<file path="config.mk">
export PLATFORM = sky130hd
export DESIGN_NAME = gpio_uart_tx_flat
export DESIGN_NICKNAME = d
export VERILOG_FILES = /design/src/rtl/uart_pkg.sv /design/src/rtl/gpio_uart_tx_if.sv /design/src/rtl/gpio_uart_tx_fifo.sv /design/src/rtl/gpio_uart_tx.sv /design/src/flat_wrapper.sv
export SDC_FILE = /design/constraint.sdc
export NUM_CORES = 1
export LEC_CHECK = 0
export CORE_MARGIN = 10
export CORE_UTILIZATION = 55
export DETAILED_ROUTE_END_ITERATION = 10
export HOLD_SLACK_MARGIN = 0.08
export PLACE_DENSITY_LB_ADDON = 0.25
export SKIP_CTS_REPAIR_TIMING = 1
export SYNTH_ARGS = -nofsm -noshare
export SYNTH_HDL_FRONTEND = slang
export SYNTH_HIERARCHICAL = 1
export SYNTH_SLANG_ARGS = --single-unit
</file>
<file path="constraint.sdc">
create_clock -name clk -period 3.1 [get_ports clk]
set_input_delay 0.465 -clock clk [delete_from_list [all_inputs] [get_ports clk]]
set_output_delay 0.465 -clock clk [all_outputs]
set_load 0.05 [all_outputs]
</file>
<file path="src/rtl/uart_pkg.sv">
`default_nettype none
// ============================================================================
// Module : uart_pkg
// Brief  : Shared FSM state encoding and serial line levels for gpio_uart_tx.
// Rev    : 1.0
// ============================================================================
package uart_pkg;

    typedef enum logic [2:0] {
        ST_IDLE   = 3'd0,
        ST_START  = 3'd1,
        ST_DATA   = 3'd2,
        ST_PARITY = 3'd3,
        ST_STOP   = 3'd4
    } uart_state_e;

    localparam logic LINE_START = 1'b0;
    localparam logic LINE_STOP  = 1'b1;
    localparam logic LINE_IDLE  = 1'b1;

endpackage
`default_nettype wire

</file>
<file path="src/rtl/gpio_uart_tx_if.sv">
`default_nettype none
// ============================================================================
// Module : gpio_uart_tx_if
// Brief  : CPU-side capture inputs and UART/status outputs of gpio_uart_tx.
// Rev    : 1.0
// ============================================================================
interface gpio_uart_tx_if #(
    parameter int FIFO_DEPTH = 4
);
    logic                          en_i;
    logic [7:0]                    data_i;
    logic                          tx_o;
    logic                          busy_o;
    logic                          overflow_o;
    logic [$clog2(FIFO_DEPTH):0]   fifo_count_o;

    modport master (
        output en_i,
        output data_i,
        input  tx_o,
        input  busy_o,
        input  overflow_o,
        input  fifo_count_o
    );

    modport slave (
        input  en_i,
        input  data_i,
        output tx_o,
        output busy_o,
        output overflow_o,
        output fifo_count_o
    );
endinterface
`default_nettype wire

</file>
<file path="src/rtl/gpio_uart_tx_fifo.sv">
`default_nettype none
// ============================================================================
// Module : byte_fifo
// Brief  : Circular byte queue; a push into a full queue is accepted only
//          when a pop happens at the same edge.
// Rev    : 1.0
// ============================================================================
module byte_fifo #(
    parameter int DEPTH = 4
) (
    input  wire logic                     clk,
    input  wire logic                     reset,
    input  wire logic                     push,
    input  wire logic                     pop,
    input  wire logic [7:0]               din,
    output logic      [7:0]               dout,
    output logic                          full,
    output logic                          empty,
    output logic      [$clog2(DEPTH):0]   count
);
    localparam int                    c_aw      = $clog2(DEPTH);
    localparam logic [c_aw-1:0]       c_ptr_max = c_aw'(DEPTH - 1);
    localparam logic [c_aw:0]         c_full    = (c_aw + 1)'(DEPTH);

    logic [7:0]      r_mem [DEPTH];
    logic [c_aw-1:0] r_wr_ptr;
    logic [c_aw-1:0] r_rd_ptr;
    logic [c_aw:0]   r_count;
    logic            w_do_pop;
    logic            w_do_push;

    assign empty     = (r_count == '0);
    assign full      = (r_count == c_full);
    assign count     = r_count;
    assign dout      = r_mem[r_rd_ptr];
    assign w_do_pop  = pop && !empty;
    assign w_do_push = push && (!full || w_do_pop);

    always_ff @(posedge clk) begin
        if (w_do_push) begin
            r_mem[r_wr_ptr] <= din;
        end
    end

    always_ff @(posedge clk or posedge reset) begin
        if (reset) begin
            r_wr_ptr <= '0;
            r_rd_ptr <= '0;
            r_count  <= '0;
        end else begin
            if (w_do_push) begin
                r_wr_ptr <= (r_wr_ptr == c_ptr_max) ? '0 : r_wr_ptr + 1'b1;
            end
            if (w_do_pop) begin
                r_rd_ptr <= (r_rd_ptr == c_ptr_max) ? '0 : r_rd_ptr + 1'b1;
            end
            case ({w_do_push, w_do_pop})
                2'b10:   r_count <= r_count + 1'b1;
                2'b01:   r_count <= r_count - 1'b1;
                default: r_count <= r_count;
            endcase
        end
    end
endmodule
`default_nettype wire

</file>
<file path="src/rtl/gpio_uart_tx.sv">
`default_nettype none
// ============================================================================
// Module : gpio_uart_tx
// Brief  : Captures changes of a CPU GPIO byte into a queue and sends each
//          byte as an 8N1 UART frame (8E1 when GPIO_UART_TX_PARITY_EN is set).
// Rev    : 1.0
// ============================================================================
module gpio_uart_tx
    import uart_pkg::*;
#(
    parameter int CLKS_PER_BIT = 434,
    parameter int FIFO_DEPTH   = 4
) (
    input  wire logic         clk,
    input  wire logic         reset,
    gpio_uart_tx_if.slave     bus
);
    localparam int                c_cw       = $clog2(CLKS_PER_BIT);
    localparam logic [c_cw-1:0]   c_last_cnt = c_cw'(CLKS_PER_BIT - 1);
`ifdef GPIO_UART_TX_PARITY_EN
    localparam uart_state_e       c_after_data = ST_PARITY;
`else
    localparam uart_state_e       c_after_data = ST_STOP;
`endif

    uart_state_e                  r_state;
    logic [c_cw-1:0]              r_bit_cnt;
    logic [2:0]                   r_bit_idx;
    logic [7:0]                   r_shift;
    logic [7:0]                   r_prev_q;
    logic                         r_tx;
    logic                         r_overflow;

    logic                         w_push;
    logic                         w_pop;
    logic                         w_bit_end;
    logic                         w_full;
    logic                         w_empty;
    logic [7:0]                   w_fifo_dout;
    logic [$clog2(FIFO_DEPTH):0]  w_count;

    assign w_push    = bus.en_i && (bus.data_i != r_prev_q);
    assign w_bit_end = (r_bit_cnt == c_last_cnt);
    // Popping at the last STOP cycle chains frames without an idle gap.
    assign w_pop     = !w_empty &&
                       ((r_state == ST_IDLE) || ((r_state == ST_STOP) && w_bit_end));

    byte_fifo #(
        .DEPTH (FIFO_DEPTH)
    ) u_fifo (
        .clk   (clk),
        .reset (reset),
        .push  (w_push),
        .pop   (w_pop),
        .din   (bus.data_i),
        .dout  (w_fifo_dout),
        .full  (w_full),
        .empty (w_empty),
        .count (w_count)
    );

    always_ff @(posedge clk or posedge reset) begin
        if (reset) begin
            r_prev_q   <= 8'h00;
            r_overflow <= 1'b0;
        end else begin
            r_prev_q <= bus.data_i;
            if (w_push && w_full && !w_pop) begin
                r_overflow <= 1'b1;
            end
        end
    end

    always_ff @(posedge clk or posedge reset) begin
        if (reset) begin
            r_state   <= ST_IDLE;
            r_bit_cnt <= '0;
            r_bit_idx <= '0;
            r_shift   <= '0;
        end else if (w_pop) begin
            r_state   <= ST_START;
            r_bit_cnt <= '0;
            r_bit_idx <= '0;
            r_shift   <= w_fifo_dout;
        end else begin
            case (r_state)
                ST_IDLE: begin
                    r_bit_cnt <= '0;
                end
                ST_START: begin
                    if (w_bit_end) begin
                        r_state   <= ST_DATA;
                        r_bit_cnt <= '0;
                    end else begin
                        r_bit_cnt <= r_bit_cnt + 1'b1;
                    end
                end
                ST_DATA: begin
                    if (w_bit_end) begin
                        r_bit_cnt <= '0;
                        if (r_bit_idx == 3'd7) begin
                            r_state   <= c_after_data;
                            r_bit_idx <= '0;
                        end else begin
                            r_bit_idx <= r_bit_idx + 1'b1;
                        end
                    end else begin
                        r_bit_cnt <= r_bit_cnt + 1'b1;
                    end
                end
`ifdef GPIO_UART_TX_PARITY_EN
                ST_PARITY: begin
                    if (w_bit_end) begin
                        r_state   <= ST_STOP;
                        r_bit_cnt <= '0;
                    end else begin
                        r_bit_cnt <= r_bit_cnt + 1'b1;
                    end
                end
`endif
                ST_STOP: begin
                    if (w_bit_end) begin
                        r_state   <= ST_IDLE;
                        r_bit_cnt <= '0;
                    end else begin
                        r_bit_cnt <= r_bit_cnt + 1'b1;
                    end
                end
                default: begin
                    r_state   <= ST_IDLE;
                    r_bit_cnt <= '0;
                    r_bit_idx <= '0;
                end
            endcase
        end
    end

    // The line is a registered copy of the state, so it lags the FSM by one cycle.
    always_ff @(posedge clk or posedge reset) begin
        if (reset) begin
            r_tx <= LINE_IDLE;
        end else begin
            case (r_state)
                ST_START:  r_tx <= LINE_START;
                ST_DATA:   r_tx <= r_shift[r_bit_idx];
`ifdef GPIO_UART_TX_PARITY_EN
                ST_PARITY: r_tx <= ^r_shift;
`endif
                ST_STOP:   r_tx <= LINE_STOP;
                default:   r_tx <= LINE_IDLE;
            endcase
        end
    end

    assign bus.tx_o         = r_tx;
    assign bus.busy_o       = (r_state != ST_IDLE) || (w_count != '0);
    assign bus.overflow_o   = r_overflow;
    assign bus.fifo_count_o = w_count;
endmodule
`default_nettype wire

</file>
<file path="src/flat_wrapper.sv">
// flat-port wrapper written by rule: the top's interface ports become plain ports
module gpio_uart_tx_flat import uart_pkg::*;
#(
    parameter int CLKS_PER_BIT = 434,
    parameter int FIFO_DEPTH   = 4
)
  (clk, reset, bus_en_i, bus_data_i, bus_tx_o, bus_busy_o, bus_overflow_o, bus_fifo_count_o);
  gpio_uart_tx_if #(.FIFO_DEPTH(FIFO_DEPTH)) bus_i ();
  input  wire logic clk;
  input  wire logic reset;
  input wire logic [$bits(bus_i.en_i)-1:0] bus_en_i;
  input wire logic [$bits(bus_i.data_i)-1:0] bus_data_i;
  output wire logic [$bits(bus_i.tx_o)-1:0] bus_tx_o;
  output wire logic [$bits(bus_i.busy_o)-1:0] bus_busy_o;
  output wire logic [$bits(bus_i.overflow_o)-1:0] bus_overflow_o;
  output wire logic [$bits(bus_i.fifo_count_o)-1:0] bus_fifo_count_o;
  assign bus_i.en_i = bus_en_i;
  assign bus_i.data_i = bus_data_i;
  assign bus_tx_o = bus_i.tx_o;
  assign bus_busy_o = bus_i.busy_o;
  assign bus_overflow_o = bus_i.overflow_o;
  assign bus_fifo_count_o = bus_i.fifo_count_o;
  gpio_uart_tx #(.CLKS_PER_BIT(CLKS_PER_BIT), .FIFO_DEPTH(FIFO_DEPTH)) u_core (.clk(clk), .reset(reset), .bus(bus_i));
endmodule
</file>
==> metrics.txt <==
num rows=27; largest net degree at the start of global routing=19; CTS sink cnt=72; Clock Skews=7.23 ps; DR pass1 iterations=4; die area=9380 um^2; Synth cell types=just over 50; critical path class=register to register; cell taking the most area after synthesis=dfrtp_1; f_max=roughly 380 MHz; Pwr Total=3.14 mW; wl on met1=2550 um; dpl ws=154 ps; final HPWL from detailed placement=between 3000 and 4000 um; DR top layer=met4; synthesized flop and latch total=between 70 and 80; ys flop type=dfrtp_1; met3 WL post-DR=~180 um; Final Cycle Share=a little under nine tenths; Area Overhead vs Synth=12.5%; starting density of the core=roughly 58%; Antenna Violating Nets Remaining=0; Syn Nets=251; number of buffers created by CTS=9; Ys Warns=6; syn avg cell area=14.1 um^2; Filler cells=roughly 430; Die Span Y=96.9 um; GRT overflow=0; Worst Setup Start Kind=register; endpoints failing setup=0; final instance area=3650 um^2; EDFF count, synth=32; placed cell area=3480 um^2; worst slew pin tran=703 ps; routed len/inst=approximately 17 um; commonest non-fill, non-tap cell in the layout=dfrtp_1; wirelength, routed=about 5500 um; later-pin clock latency in the skew report=340 ps; H-tree Lvls=3; CTS clk-pin slew, worst paths=80 ps; min cycle time layout=around 2600 ps; run status=finished, final reports clean; CTS root buffer=clkbuf_8; number of global-route vias before repair=1890; n_diodes=0; post-synthesis instance total=230; crit path DAT=~2900 ps; DRT iter0 DRCs=41; Non-Filler Instances=330; met2 routed WL=2660 um; Max Cap Viol=0; Leak=about 1.5 nW; Final TNS setup=0 ps; Peak supply drop=a little under 500 uV; Crit. End Element=register; max-slew violation count=0; Util after Layout=between 60 and 70%; sequential-to-total area share from yosys stat=60.4%; Hold Worst Slack=approximately 370 ps; maximum buffer depth of the clock tree=2; drt via density=5.43; antenna violations before repair=0; Slew HR=53.1%; critical path peak fanout=15; asr flop ratio synth=between 50 and 60%; layout net count=274; CTS tree=yes; Total Routing Usage GR=roughly 12%; critical path required time=around 3300 ps; # port buffers=16; DR DRC count=0; Hold Crit Class=input port to async pin; Yosys top cell area share=between 30% and 40%; Inst Count DP=314; core area=~5600 um^2; share of layout cells above drive strength 1=20.9%; Fin. Hold Viols=0; first-pass GRT wire length=slightly above 9000 um; Die X=between 90 and 100 um; pwr dens=between 800 and 900 nW/um^2; mapped cell area=between 3000 and 4000 um^2; unrepaired setup endpoints after global routing=no; Via Count=1791; most frequent cells in the layout=dfrtp_1 (39), edfxtp_1 (32), nor2_1 (21); Ports=17; GPL Wtd Cong=about 0.79; final worst setup slack=~460 ps; Reg2Reg Setup Slack=about 460 ps; top cells by area, synth=dfrtp_1 (30%), edfxtp_1 (30%), mux4_2 (6.9%)
[Yosys cell counts, types with 4 or more instances]
cell type and n:
nand3_1 5, mux2_2 10, and2_2 4, ha_1 9
inv_1 16, a21oi_1 4, dfrtp_1 39, xor2_1 10
xnor2_1 7, nand2_1 9, mux4_2 10, edfxtp_1 32
nor2_1 21
[worst max-delay path, cell delays in order, from the launching register on]
cell,delay (ps)
dfrtp_1,410
inv_1,70
ha_1,140
and4b_2,280
a41o_1,200
nand2_1,190
inv_2,300
nand3b_1,130
fa_1,510
inv_1,40
o21ai_0,150
o31ai_1,90
[where the power goes]
part	internal, mW	switching (mW)	leakage [nW]
clock	0.288	0.356	0.0789
combinational	0.498	0.520	0.591
sequential	1.26	0.225	0.783
[sequential cells by signal (all words and copies together) (netlist names)]
signal and flops:
u_core/bus.overflow_o 1, u_core/bus.tx_o 1, u_core/r_bit_cnt 9, u_core/r_bit_idx 3
u_core/r_prev_q 8, u_core/r_shift 8, u_core/r_state 3, u_core/u_fifo/count 3
u_core/u_fifo/r_mem 32, u_core/u_fifo/r_rd_ptr 2, u_core/u_fifo/r_wr_ptr 2
[kinds of logic after synthesis]
logic type,share of synthesized area (%)
and+or+nand+nor,10.5
buffers and inverters,2.97
DFF,60.4
xor gates and xnor gates,4.58
muxes,12.4
adders and majority gates,4.08
AOI/OAI and AO/OA,5.01
[layer usage]
metal,up-vias,track usage (%)
met5,-,0
li1,874,-
met4,0,5.07
met1,887,15.0
met3,6,4.33
met2,24,19.5
[worst paths after layout]
check,from,to,cells past startpoint
worst max-delay path,u_core/r_bit_cnt[1]$_DFF_PP0_,u_core/u_fifo/count[1]$_DFFE_PP0P_,11
worst min-delay path,reset,u_core/u_fifo/r_wr_ptr[0]$_DFFE_PP0P_,2
worst max register to register,u_core/r_bit_cnt[1]$_DFF_PP0_,u_core/u_fifo/count[1]$_DFFE_PP0P_,11
worst min register to register,u_core/bus.overflow_o$_DFFE_PP0P_,u_core/bus.overflow_o$_DFFE_PP0P_,1
max in group asynchronous,reset,u_core/bus.tx_o$_DFF_PP1_,3
min in group clk,u_core/bus.overflow_o$_DFFE_PP0P_,u_core/bus.overflow_o$_DFFE_PP0P_,1
[final cells by class]
type | count | area (um^2) | share of cell area [%]
Inverter | 17 | 63.8 | 1.75
Tap cell | 72 | 90.1 | 2.47
Sequential cell | 72 | 1960 | 53.7
Clock buffer | 9 | 124 | 3.39
Timing Repair Buffer | 18 | 175 | 4.79
Multi-Input combinational cell | 135 | 1190 | 32.5
Clock inverter | 7 | 48.8 | 1.34
Power figures use the tool's default switching activity.
